## config.mk

```make
export PLATFORM = sky130hd
export DESIGN_NAME = convertidor_bin_bcd
export DESIGN_NICKNAME = d
export VERILOG_FILES = /design/src/rtl/convertidor_bin_bcd_pkg.sv /design/src/rtl/convertidor_bin_bcd_ajuste.sv /design/src/rtl/convertidor_bin_bcd.sv
export SDC_FILE = /design/constraint.sdc
export NUM_CORES = 1
export LEC_CHECK = 0
export CAP_MARGIN = 20
export CORE_ASPECT_RATIO = 0.75
export CORE_UTILIZATION = 57
export CTS_BUF_LIST = sky130_fd_sc_hd__clkbuf_8
export DETAILED_ROUTE_END_ITERATION = 16
export GPL_ROUTABILITY_DRIVEN = 0
export PLACE_DENSITY = 0.82
export SLEW_MARGIN = 0
export SYNTH_ARGS = -nofsm -noshare
export SYNTH_HDL_FRONTEND = slang
export SYNTH_SLANG_ARGS = --single-unit
```

## constraint.sdc

```tcl
create_clock -name clk -period 2.02 [get_ports clk]
set_clock_uncertainty 0.15 [all_clocks]
set_input_delay 0.202 -clock clk [delete_from_list [all_inputs] [get_ports clk]]
set_output_delay 0.202 -clock clk [all_outputs]
set_load 0.005 [all_outputs]
```

## src/rtl/convertidor_bin_bcd_pkg.sv

```systemverilog
// Shared types, default sizes and sizing helpers for the binary-to-BCD converter.
// Latency: not applicable (declarations only).
// Backpressure: not applicable (declarations only).
package convertidor_pkg;

    typedef enum logic [1:0] {
        REPOSO    = 2'd0,
        DESPLAZAR = 2'd1,
        FIN       = 2'd2
    } estado_t;

    localparam int ANCHO_BIN_DEF = 16;
    localparam int DIGITOS_DEF   = 5;
    localparam int ANCHO_BCD     = 4 * DIGITOS_DEF;
    localparam int ANCHO_CONT    = $clog2(ANCHO_BIN_DEF + 1);

    // Output word width for a given digit count.
    function automatic int ancho_bcd(input int digitos);
        return 4 * digitos;
    endfunction

    // Iteration counter width; it must be able to hold ANCHO_BIN itself.
    function automatic int ancho_contador(input int ancho_bin);
        return $clog2(ancho_bin + 1);
    endfunction

    // Decimal digits needed to print 2^ancho_bin - 1.
    function automatic int digitos_decimales(input int ancho_bin);
        longint unsigned maximo;
        int n;
        maximo = (64'd1 << ancho_bin) - 64'd1;
        n = 0;
        do begin
            n++;
            maximo = maximo / 64'd10;
        end while (maximo != 64'd0);
        return n;
    endfunction

endpackage

```

## src/rtl/convertidor_bin_bcd_ajuste.sv

```systemverilog
// Add-3 correction for one BCD digit: 5..9 become 8..12, anything lower passes unchanged.
// Latency: combinational.
// Backpressure: none.
module ajuste_bcd (
    input  logic [3:0] digito,
    output logic [3:0] corregido
);

    assign corregido = (digito >= 4'd5) ? (digito + 4'd3) : digito;

endmodule

```

## src/rtl/convertidor_bin_bcd.sv

```systemverilog
// Sequential binary-to-BCD converter (double dabble) with a hex pass-through mode.
// Latency: ANCHO_BIN+1 edges from the start edge in decimal mode, 1 edge in hex mode.
// Backpressure: inicio is ignored while ocupado is high; nothing is queued.
module convertidor_bin_bcd
    import convertidor_pkg::*;
#(
    parameter int ANCHO_BIN = 16,
    parameter int DIGITOS   = 5
) (
    input  logic                   clk,
    input  logic                   reset,
    input  logic                   inicio,
    input  logic                   modo_hex,
    input  logic [ANCHO_BIN-1:0]   binario,
    output logic [4*DIGITOS-1:0]   codigo_BCD,
    output logic                   ocupado,
    output logic                   listo
);

    localparam int W_BCD  = ancho_bcd(DIGITOS);
    localparam int W_CONT = ancho_contador(ANCHO_BIN);

    // Too few digits would let a digit exceed 9 before correction and corrupt the result.
    if ((DIGITOS < digitos_decimales(ANCHO_BIN)) || (4 * DIGITOS < ANCHO_BIN)) begin : g_param_invalido
        $error("convertidor_bin_bcd: DIGITOS too small for ANCHO_BIN");
    end

    estado_t              estado;
    logic [ANCHO_BIN-1:0] operando;
    logic [W_BCD-1:0]     scratch;
    logic [W_BCD-1:0]     corregido;
    logic [W_CONT-1:0]    contador;
    logic                 modo;

    // One add-3 corrector per digit, all applied in parallel before each shift.
    for (genvar i = 0; i < DIGITOS; i++) begin : g_ajuste
        ajuste_bcd u_ajuste (
            .digito    (scratch[4*i +: 4]),
            .corregido (corregido[4*i +: 4])
        );
    end

    // Control FSM, shift datapath and registered outputs; codigo_BCD only moves in FIN.
    always_ff @(posedge clk or negedge reset) begin
        if (!reset) begin
            estado     <= REPOSO;
            operando   <= '0;
            scratch    <= '0;
            contador   <= '0;
            modo       <= 1'b0;
            codigo_BCD <= '0;
            ocupado    <= 1'b0;
            listo      <= 1'b0;
        end else begin
            listo <= 1'b0;
            case (estado)
                REPOSO: begin
                    if (inicio) begin
                        operando <= binario;
                        modo     <= modo_hex;
                        scratch  <= '0;
                        contador <= '0;
                        ocupado  <= 1'b1;
                        estado   <= modo_hex ? FIN : DESPLAZAR;
                    end
                end
                DESPLAZAR: begin
                    scratch  <= {corregido[W_BCD-2:0], operando[ANCHO_BIN-1]};
                    operando <= {operando[ANCHO_BIN-2:0], 1'b0};
                    contador <= contador + W_CONT'(1);
                    if (contador == W_CONT'(ANCHO_BIN - 1)) begin
                        estado <= FIN;
                    end
                end
                FIN: begin
                    codigo_BCD <= modo ? W_BCD'(operando) : scratch;
                    listo      <= 1'b1;
                    ocupado    <= 1'b0;
                    estado     <= REPOSO;
                end
                default: begin
                    estado <= REPOSO;
                end
            endcase
        end
    end

endmodule

```

# [Word-level counts from Yosys, hierarchy flattened]
# Index checks and enable logic that the tools add are counted.
[op_classes] n_reduce_logical=7 add_sub_neg=6 eq_ne=5 mux=19 order_cmp=5
[op_table] cell="$mux 20" n=2
[op_table] cell="$pmux 20 s2" n=1
[op_table] cell="$pmux 16 s2" n=1
[op_table] cell="$ge 4x3->1 const B" n=5
[op_table] cell="$add 4x2->4 const B" n=4
[op_table] cell="$mux 16" n=1
[op_table] cell="$mux 4" n=4
[op_table] cell="$pmux 5 s2" n=1
[op_table] cell="$reduce_and 2->1" n=4
[op_table] cell="$mux 2" n=3
[op_table] cell="$add 5x1->5 const B" n=1
[op_table] cell="$eq 5x4->1 const B" n=1
[op_table] cell="$mux 5" n=1
[op_table] cell="$ne 2x2->1 const B" n=2
[op_table] cell="$pmux 2 s2" n=1
[op_table] cell="$reduce_bool 2->1" n=2
[op_table] cell="$add 3x2->3 const B" n=1
[op_table] cell="$mux 3" n=1
[op_table] cell="$eq 2x1->1 const B" n=1
[op_table] cell="$eq 2x2->1 const B" n=1
[op_table] cell="$logic_not 2->1" n=1
[op_table] cell="$mux 1" n=2
[op_table] cell="$pmux 1 s2" n=1
[word_totals] inputBits=20 out_inout_bits=22 word_cells=50 regBits=66

# [Longest topological paths before layout]
# Gate-level depths: netlist of run 1.
[depth] depth_word=3 depth_mapped=6 depth_no_buf=6

# [Hierarchy]
# From an unflattened synthesis of run 1, not the netlist that was laid out.
[unflattened] hier_cells=368 area_unflattened_um2=3340.7
[by_module_without_submodules] mod="convertidor_bin_bcd" seq_area_each_um2=1651.6 area_each_um2=2834.0 cells_per_inst=288 n_inst=1
[by_module_without_submodules] mod="ajuste_bcd" seq_area_each_um2=0.0 area_each_um2=101.3 cells_per_inst=16 n_inst=5

# [Worst setup path after synthesis of run 1]
# OpenSTA, ideal clock, no wires.
[synth_timing] path_type="register to register" from="register estado[1]" to="register modo" arrival_ns=1.179 slack_ns=0.563 setup_time_ns=0.128 required_time_ns=1.742 path_stages_with_launch=5 path_buffers=1 period_less_slack_ns=1.457 cell_sequence="dfrtp_1 buf_2 nor2b_1 nor2b_1 mux2_1"
[synth_via] elab_chain_cells=2
[synth_rtl] element="from (decl)" line="convertidor_bin_bcd.sv:28" text="estado_t estado;"
[synth_rtl] element="from (signal assigned)" line="convertidor_bin_bcd.sv:64" text="estado <= modo_hex ? FIN : DESPLAZAR;"
[synth_rtl] element="$logic_not 2->1" line="convertidor_bin_bcd.sv:56" text="case (estado)"
[synth_rtl] element="$reduce_and 2->1 (no line)"
[synth_rtl] element="to (signal assigned)" line="convertidor_bin_bcd.sv:60" text="modo <= modo_hex;"
[synth_rtl] element="to (decl)" line="convertidor_bin_bcd.sv:33" text="logic modo;"
# No other way between the ends.
# A chain may end at the register's enable or synchronous reset.

# [Final worst setup path of run 1]
[layout_timing] from="register estado[1]" to="register scratch[19]"
[layout_via] elab_chain_cells=3 word_cells_on_any_way=6 classes_between="eq/ne (2); mux (1); reduce/logical (3)"
[layout_rtl] element="$eq 2x1->1 / $logic_not 2->1 (equally long branches)" line="convertidor_bin_bcd.sv:56"
[layout_rtl] element="$reduce_bool 2->1 (no line) / $ne 2x2->1 (equally long branches)"
[layout_rtl] element="$reduce_and 2->1 (no line)"
[layout_rtl] element="to (signal assigned)" line="convertidor_bin_bcd.sv:68" text="scratch <= {corregido[W_BCD-2:0], operando[ANCHO_BIN-1]};"
[layout_rtl] element="to (decl)" line="convertidor_bin_bcd.sv:30" text="logic [W_BCD-1:0] scratch;"
# Parallel ways exist; a longest one is shown, timed or not.

==> results of run 1 <==
==> state kept, by name, summed over array words and instances, names as in the netlist <==
register	flops
codigo_BCD	20
scratch	20
operando	16
contador	5
estado	2
listo	1
modo	1
ocupado	1
==> critical path, delay by kind of cell (launching register included) <==
family,cells,cell delay (ns)
AOI/OAI and AO/OA,3,0.67
DFF,1,0.52
buffers and inverters,1,0.21
==> cells in the final DEF, fill, tap and decap left out, types with 2 or more instances in the layout <==
cell / n
o311ai_1: 5
clkdlybuf4s50_1: 40
bufinv_16: 2
xnor2_1: 4
a32o_1: 5
a22o_1: 3
o221ai_1: 5
mux2i_1: 16
o21ai_1: 15
clkbuf_8: 10
dfrtp_1: 66
a31oi_1: 12
o21ai_0: 11
o32ai_1: 4
nand2_1: 58
buf_12: 2
clkinv_2: 2
buf_4: 9
o21a_1: 5
nor2b_1: 11
a22oi_1: 3
inv_1: 23
ha_1: 12
a21oi_1: 4
nor2_1: 17
o2111ai_1: 10
o31ai_1: 9
==> power by group through the flow <==
stage	sequential (W)	clock [W]	combinational, W
after floorplan	0.00218	0	0.00163
after global placement	0.00224	0	0.00228
after detailed placement	0.00227	0	0.00237
after CTS	0.00225	0.00124	0.00240
after global routing	0.00232	0.00130	0.00265
final	0.00225	0.00122	0.00238
==> path summary, 6_finish.rpt <==
kind | from | slack [ns] | cells past startpoint | end
max in group asynchronous | reset | 1.17 | 3 | codigo_BCD[6]
worst min-delay path | reset | 0.25 | 3 | codigo_BCD[15]
worst max-delay path | estado[1] | 0.33 | 4 | scratch[19]
min in group clk | binario[8] | 0.26 | 3 | operando[8]
worst min register to register | codigo_BCD[18] | 0.32 | 2 | codigo_BCD[18]
worst max register to register | estado[1] | 0.33 | 4 | scratch[19]
==> logic make-up after synthesis <==
| group | count (synthesis) | synth area share [%] |
|---|---|---|
| buf+inv | 43 | 6.50 |
| mux | 18 | 5.52 |
| fa+ha+maj | 12 | 4.53 |
| simple gates | 93 | 12.2 |
| xor+xnor | 4 | 1.06 |
| compound gates | 95 | 20.4 |
| flops | 66 | 49.9 |
==> cells in the mapped netlist <==
cell / n
o21bai_2: 1
mux2_2: 1
nand2_1: 58
o21ai_0: 11
xnor2_1: 4
nand3b_1: 1
ha_1: 12
a31oi_1: 12
o32ai_1: 4
inv_1: 22
nand2b_1: 1
nand3_1: 1
mux2i_1: 16
o21ba_1: 1
nand2b_4: 1
a21o_1: 1
o2111ai_1: 10
and3_1: 1
a21oi_1: 4
o221ai_1: 5
o21ai_1: 15
buf_6: 4
a22o_1: 3
o311ai_1: 5
dfrtp_1: 66
mux2_1: 1
o22ai_1: 1
nor2_1: 17
buf_2: 15
o31ai_1: 9
nor3b_1: 1
buf_4: 1
clkbuf_2: 1
o21a_1: 5
a32o_1: 5
nor2b_1: 12
a22oi_1: 3
==> stage by stage <==
step / util (%) / cells
final: 73.5 / 454
after CTS: 73.5 / 454
after global placement: 69.3 / 437
after floorplan: - / 331
after detailed placement: 69.3 / 437
after global routing: 73.5 / 454
==> cell type report <==
cell class                      instances  area [µm²]
Clock inverter                          6        81.3
Multi-Input combinational cell        222        1450
Tap cell                               75        93.8
Sequential cell                        66        1650
Fill cell                             404        1450
Clock buffer                           10         138
Timing Repair Buffer                   53         523
Inverter                               22        82.6
==> metal layers <==
layer / vias to the layer above / GRT usage [%] / wire length (µm)
met1: 1238 / 32.2 / 3210
met2: 77 / 41.6 / 3240
li1: 1268 / - / -
met5: - / 0 / 0
met4: 0 / 8.67 / 96
met3: 12 / 7.33 / 429
==> repair_timing <==
action	4_1_cts	5_1_grt
endpoints found under the hold margin	66	0
hold buffers	1	0
gates resized for setup	0	0
buffers inserted	0	0
==> summary.txt, run 1 <==
Die
  – Die H: 68.0 µm
  – Boundary Pins: 42
  – Row count: 23
  – Initial Util: between 60% and 70%
  – Die area: between 0.006 and 0.007 mm²
  – Core box area: roughly 0.0055 mm²
  – Die width: 90.0 µm

Global route
  – All-layer global routing usage: approximately 25%
  – Antenna violations before repair: 0
  – Largest net degree at the start of global routing: 67
  – Vias in the first global route: 2,553
  – First-pass GRT wire length: around 12 mm
  – Overflow after GRT: 0

CTS
  – CTS tree: yes
  – Root Buffer: clkbuf_8
  – Sink Count: 66
  – CTS Buf Count: 9
  – Max clock buf depth: 2
  – Reg clk slew, reported paths: 0.07 ns
  – Clock Latency Late Sink: approximately 0.35 ns
  – H-tree depth: 3

Timing
  – Final Hold Viols: 0
  – Final period util: 83.6%
  – Final slew viol count: 0
  – Count of final setup violators: 0
  – Unrepaired setup endpoints after global routing: false
  – Slew at the pin closest to its max-slew limit: a little under 0.4 ns
  – Final min period: roughly 1.7 ns
  – Max frequency: roughly 0.6 GHz
  – Setup TNS: 0 ns
  – Final WS setup: between 0.3 and 0.4 ns
  – WHS: ~0.25 ns
  – Max_slew headroom: 73.9%

Critical path
  – Worst Path Required: ~2.1 ns
  – Worst Setup Start Kind: flip-flop
  – Crit end category: flip-flop
  – CP cell instances: o21ba_1 -> buf_12 -> o31ai_1 -> a32o_1
  – Critical Path Fanout Max: 41
  – Worst setup path class: reg -> reg
  – Critical path arrival: about 1.8 ns
  – Slowest-stage cell, CP: dfrtp_1
  – Max incr delay on CP: ~0.52 ns

Yosys
  – Cells after Synth: roughly 330
  – Flops & latches, synth: 66
  – Avg Inst Size Synth: roughly 10 µm²
  – Syn nets: approximately 360
  – Cell Area, Synth: 0.00331 mm²
  – Yosys Warn Count: 0
  – Top cell type's share of synthesized area: between 40 and 50%
  – Cell taking the most area after synthesis: dfrtp_1
  – Seq/Total Area, Yosys: between 40% and 50%
  – Ranking of synthesized cells by area: dfrtp_1, nand2_1, mux2i_1
  – Yosys cell types: 37

Final layout
  – Area grow syn2layout: 21.3%
  – Nets: approximately 410
  – Diode count: 0
  – Post-route cell area: 0.00402 mm²
  – Share of layout cells above drive strength 1: slightly above 8%

Drt
  – Antenna Violating Nets Remaining: 0
  – DR iter-0 viols: 124
  – Routed wire length: 6.98 mm
  – DR pass1 iterations: 4
  – DRC viols: 0
  – Via/cell ratio: between 5 and 6
  – Vias: between 2,000 and 3,000
  – WL/cell: between 15 and 20 µm

Hold path
  – Worst hold path type: in -> async

Job
  – Max cap viols: 0

Pwr
  – Sequential share of power: slightly below 40%
  – Pwr Density: about 1500 mW/mm²
  – Sw power: approximately 0.0022 W
  – Switch share: a little under two fifths
  – Peak supply drop: approximately 1.1 mV
  – Combinational fraction of design power: between 40% and 50%
  – Pwr Total: approximately 0.006 W
  – Clock Power Share: 20.8%
  – Leakage power: 1.75 nW
  – P_int: ~0.0037 W

Placed design
  – Pre-CTS setup slack: ~0.2 ns
  – Final HPWL DP: 4.65 mm
  – Cell Area, Placed: roughly 0.0038 mm²
  – Buffers added on ports: a little over 40

Outcome
  – Status: complete, no violations
Note: power is estimated with default switching activity, not from simulation.
==> inputs of run 2 (changes only) <==
Settings changed: CORE_UTILIZATION 57 to 52, PLACE_DENSITY 0.82 to 0.79.
Clock period 2.02 ns to 1.5 ns, I/O delays scaled along.
==> run 2 against run 1 <==
The flow now finishes with violations (negative setup slack). Die area grew 9.4%. Maximum frequency grew 6.5%. Core utilization grew 8.3 points. Critical endpoint is now scratch[13]. Highest routed layer unchanged.
==> summary.txt, run 2 (synthesis gave the netlist of run 1 again) <==
Timing
  – Unrepaired setup endpoints after global routing: true (was false)
  – Final slew viol count: 0 (unchanged)
  – Count of final setup violators: 10 (was 0)
  – Final period util: 106% (was 83.6%)
  – Max_slew headroom: 74.3% (was 73.9%)
  – Max frequency: 0.630 GHz (was 0.592 GHz)
  – Final Hold Viols: 0 (unchanged)
  – Final min period: 1.59 ns (was 1.69 ns)
  – Setup TNS: -0.214 ns (was 0 ns)
  – Final WS setup: -0.0867 ns (was 0.331 ns)
  – Slew at the pin closest to its max-slew limit: 0.385 ns (was 0.392 ns)

CTS
  – Sink Count: 66 (unchanged)
  – Root Buffer: clkbuf_8 (unchanged)
  – Max clock buf depth: 2 (unchanged)
  – Clock Latency Late Sink: 0.35 ns (about the same)
  – H-tree depth: 3 (unchanged)
  – CTS Buf Count: 9 (unchanged)
  – Reg clk slew, reported paths: 0.07 ns (about the same)
  – CTS tree: yes (unchanged)

Critical path
  – CP top delay family: compound AO/OA/AOI/OAI gates (unchanged)
  – CP cell instances: inv_2 -> ha_2 -> nor2b_2 -> o2111ai_1 -> o221ai_2 (was o21ba_1 -> buf_12 -> o31ai_1 -> a32o_1)
  – Internal reg-to-reg setup slack: -0.09 ns (was 0.33 ns)
  – Crit end category: flip-flop (unchanged)
  – Worst Path Required: 1.55 ns (was 2.10 ns)
  – Worst setup path class: reg -> reg (unchanged)
  – Reg2Reg Depth: 5 (was 4)
  – Max incr delay on CP: 0.36 ns (was 0.52 ns)
  – FF-to-FF End: scratch[13] (was scratch[19])
  – Worst R2R Start: scratch[13] (was estado[1])
  – Worst path buffer plus inverter count: 1 (unchanged)
  – Critical path arrival: 1.63 ns (was 1.77 ns)
  – Critical Path Fanout Max: 3 (was 41)
  – Slowest-stage cell, CP: dfrtp_1 (unchanged)
  – Worst Setup Start Kind: flip-flop (unchanged)

Placed design
  – Cell Area, Placed: 0.00411 mm² (was 0.00379 mm²)
  – Buffers added on ports: 41 (unchanged)
  – Placed insts: 474 (was 437)
  – Pre-CTS setup slack: -0.201 ns (was 0.199 ns)
  – Final HPWL DP: 5.21 mm (was 4.65 mm)

Die
  – Die H: 71.1 µm (was 68.0 µm)
  – Die area: 0.00670 mm² (was 0.00612 mm²)
  – Die width: 94.2 µm (was 90.0 µm)
  – Row count: 24 (was 23)
  – Core box area: 0.00598 mm² (was 0.00547 mm²)
  – Boundary Pins: 42 (unchanged)
  – Initial Util: 55.4% (was 60.6%)

Global route
  – Antenna violations before repair: 0 (unchanged)
  – Met1 GRT Util: 33.7% (was 32.2%)
  – Met2 usage: 44.4% (was 41.6%)
  – Overflow after GRT: 0 (unchanged)
  – Vias in the first global route: 2,865 (was 2,553)
  – M3 GR Usage: 7.53% (was 7.33%)
  – First-pass GRT wire length: 13.4 mm (was 11.7 mm)
  – GR peak layer: met2 (unchanged)
  – Largest net degree at the start of global routing: 67 (unchanged)
  – All-layer global routing usage: 26.5% (was 25.1%)

Drt
  – Via/cell ratio: 5.92 (was 5.72)
  – DR iter-0 viols: 272 (was 124)
  – Vias: 3,060 (was 2,595)
  – DR pass1 iterations: 5 (was 4)
  – DRC viols: 0 (unchanged)
  – Antenna Violating Nets Remaining: 0 (unchanged)
  – Routed wire length: 9.71 mm (was 6.98 mm)
  – WL/cell: 18.8 µm (was 15.4 µm)

Final layout
  – Most frequent cells in the layout: dfrtp_1, nand2_1, buf_4 (was dfrtp_1, nand2_1, clkdlybuf4s50_1)
  – Share of layout cells above drive strength 1: 34.6% (was 8.18%)
  – Commonest non-fill, non-tap cell in the layout: dfrtp_1 (unchanged)
  – Nets: 466 (was 406)
  – Post-route cell area: 0.00489 mm² (was 0.00402 mm²)
  – Layout Utilization: 81.8% (was 73.5%)
  – Finished Layout Cells: 517 (was 454)
  – Largest registers: codigo_BCD: 20 flops, scratch: 20 flops, operando: 16 flops (unchanged)
  – Diode count: 0 (unchanged)
  – Area grow syn2layout: 47.5% (was 21.3%)

Hold path
  – Worst hold path type: in -> async (unchanged)

Outcome
  – Status: complete, but fails checks (was complete, no violations)
  – Failing checks: negative setup slack

Job
  – Max cap viols: 0 (unchanged)

Pwr
  – Peak supply drop: 1.12 mV (was 1.09 mV)
  – Pwr Density: 1930 mW/mm² (was 1460 mW/mm²)
  – Leakage power: 2.26 nW (was 1.75 nW)
## run 2: cell count changes in the layout (fill, tap and decap cells not counted), sizes merged, moves of 2 or more
| cell | change |
|---|---|
| buf | +55 |
| dlymetal6s2s | +2 |
| clkbuf | +5 |
| clkdlybuf4s50 | -22 |
| dlygate4sd2 | +20 |
## run 2: worst reg2reg max path, stage by stage (launching register included)
cell and delay [ns]:
dfrtp_1 0.36, inv_2 0.08, ha_2 0.19, nor2b_2 0.17
o2111ai_1 0.31, o221ai_2 0.19
## run 2: per-stage QoR
| step | hold WS (ns) | total power [W] |
|---|---|---|
| finish | 0.189 | 0.00943 |
| global route | 0.209 | 0.00991 |
| CTS | 0.200 | 0.00846 |
| detailed placement | 0.0468 | 0.00681 |
| global placement | 0.0500 | 0.00662 |
| floorplan | -0.296 | 0.00512 |
## run 2: repair_timing
action,in CTS,in global routing
pin swaps,6,10
hold buffers,1,0
gates cloned,0,5
gates resized for setup,41,60
setup buffers,16,6
endpoints found under the hold margin,66,0
endpoints found under the setup margin,38,34
## run 2: how the worst max path moves through the flow
stage	from	to	slack, ns	cells past startpoint
after CTS	scratch[4]	scratch[6]	-0.003	5
after global routing	estado[0]	scratch[13]	-0.12	5
after floorplan	estado[1]	modo	0.04	4
after global placement	inicio	modo	-0.13	4
after detailed placement	inicio	modo	-0.20	4
final	scratch[13]	scratch[13]	-0.09	5
## run 2: final cells by class
type	count	area (µm²)
clock inverter	5	53.8
multi-input combinational	223	1760
sequential	66	1650
fill	342	1090
timing repair buffer	112	1090
inverter	22	82.6
tap	78	97.6
clock buffer	11	151
## run 2: where the power goes
group / leakage, nW / switching [W] / internal [W]
clock network: 0.103 / 0.000706 / 0.000849
logic: 1.30 / 0.00243 / 0.00239
registers: 0.852 / 0.000591 / 0.00246
total: 2.26 / 0.00373 / 0.00570
## run 2: routing by layer
layer	wire, µm	vias to the layer above
met2	4740	143
met1	4060	1500
met3	612	32
met4	301	0
li1	-	1385
met5	0	-
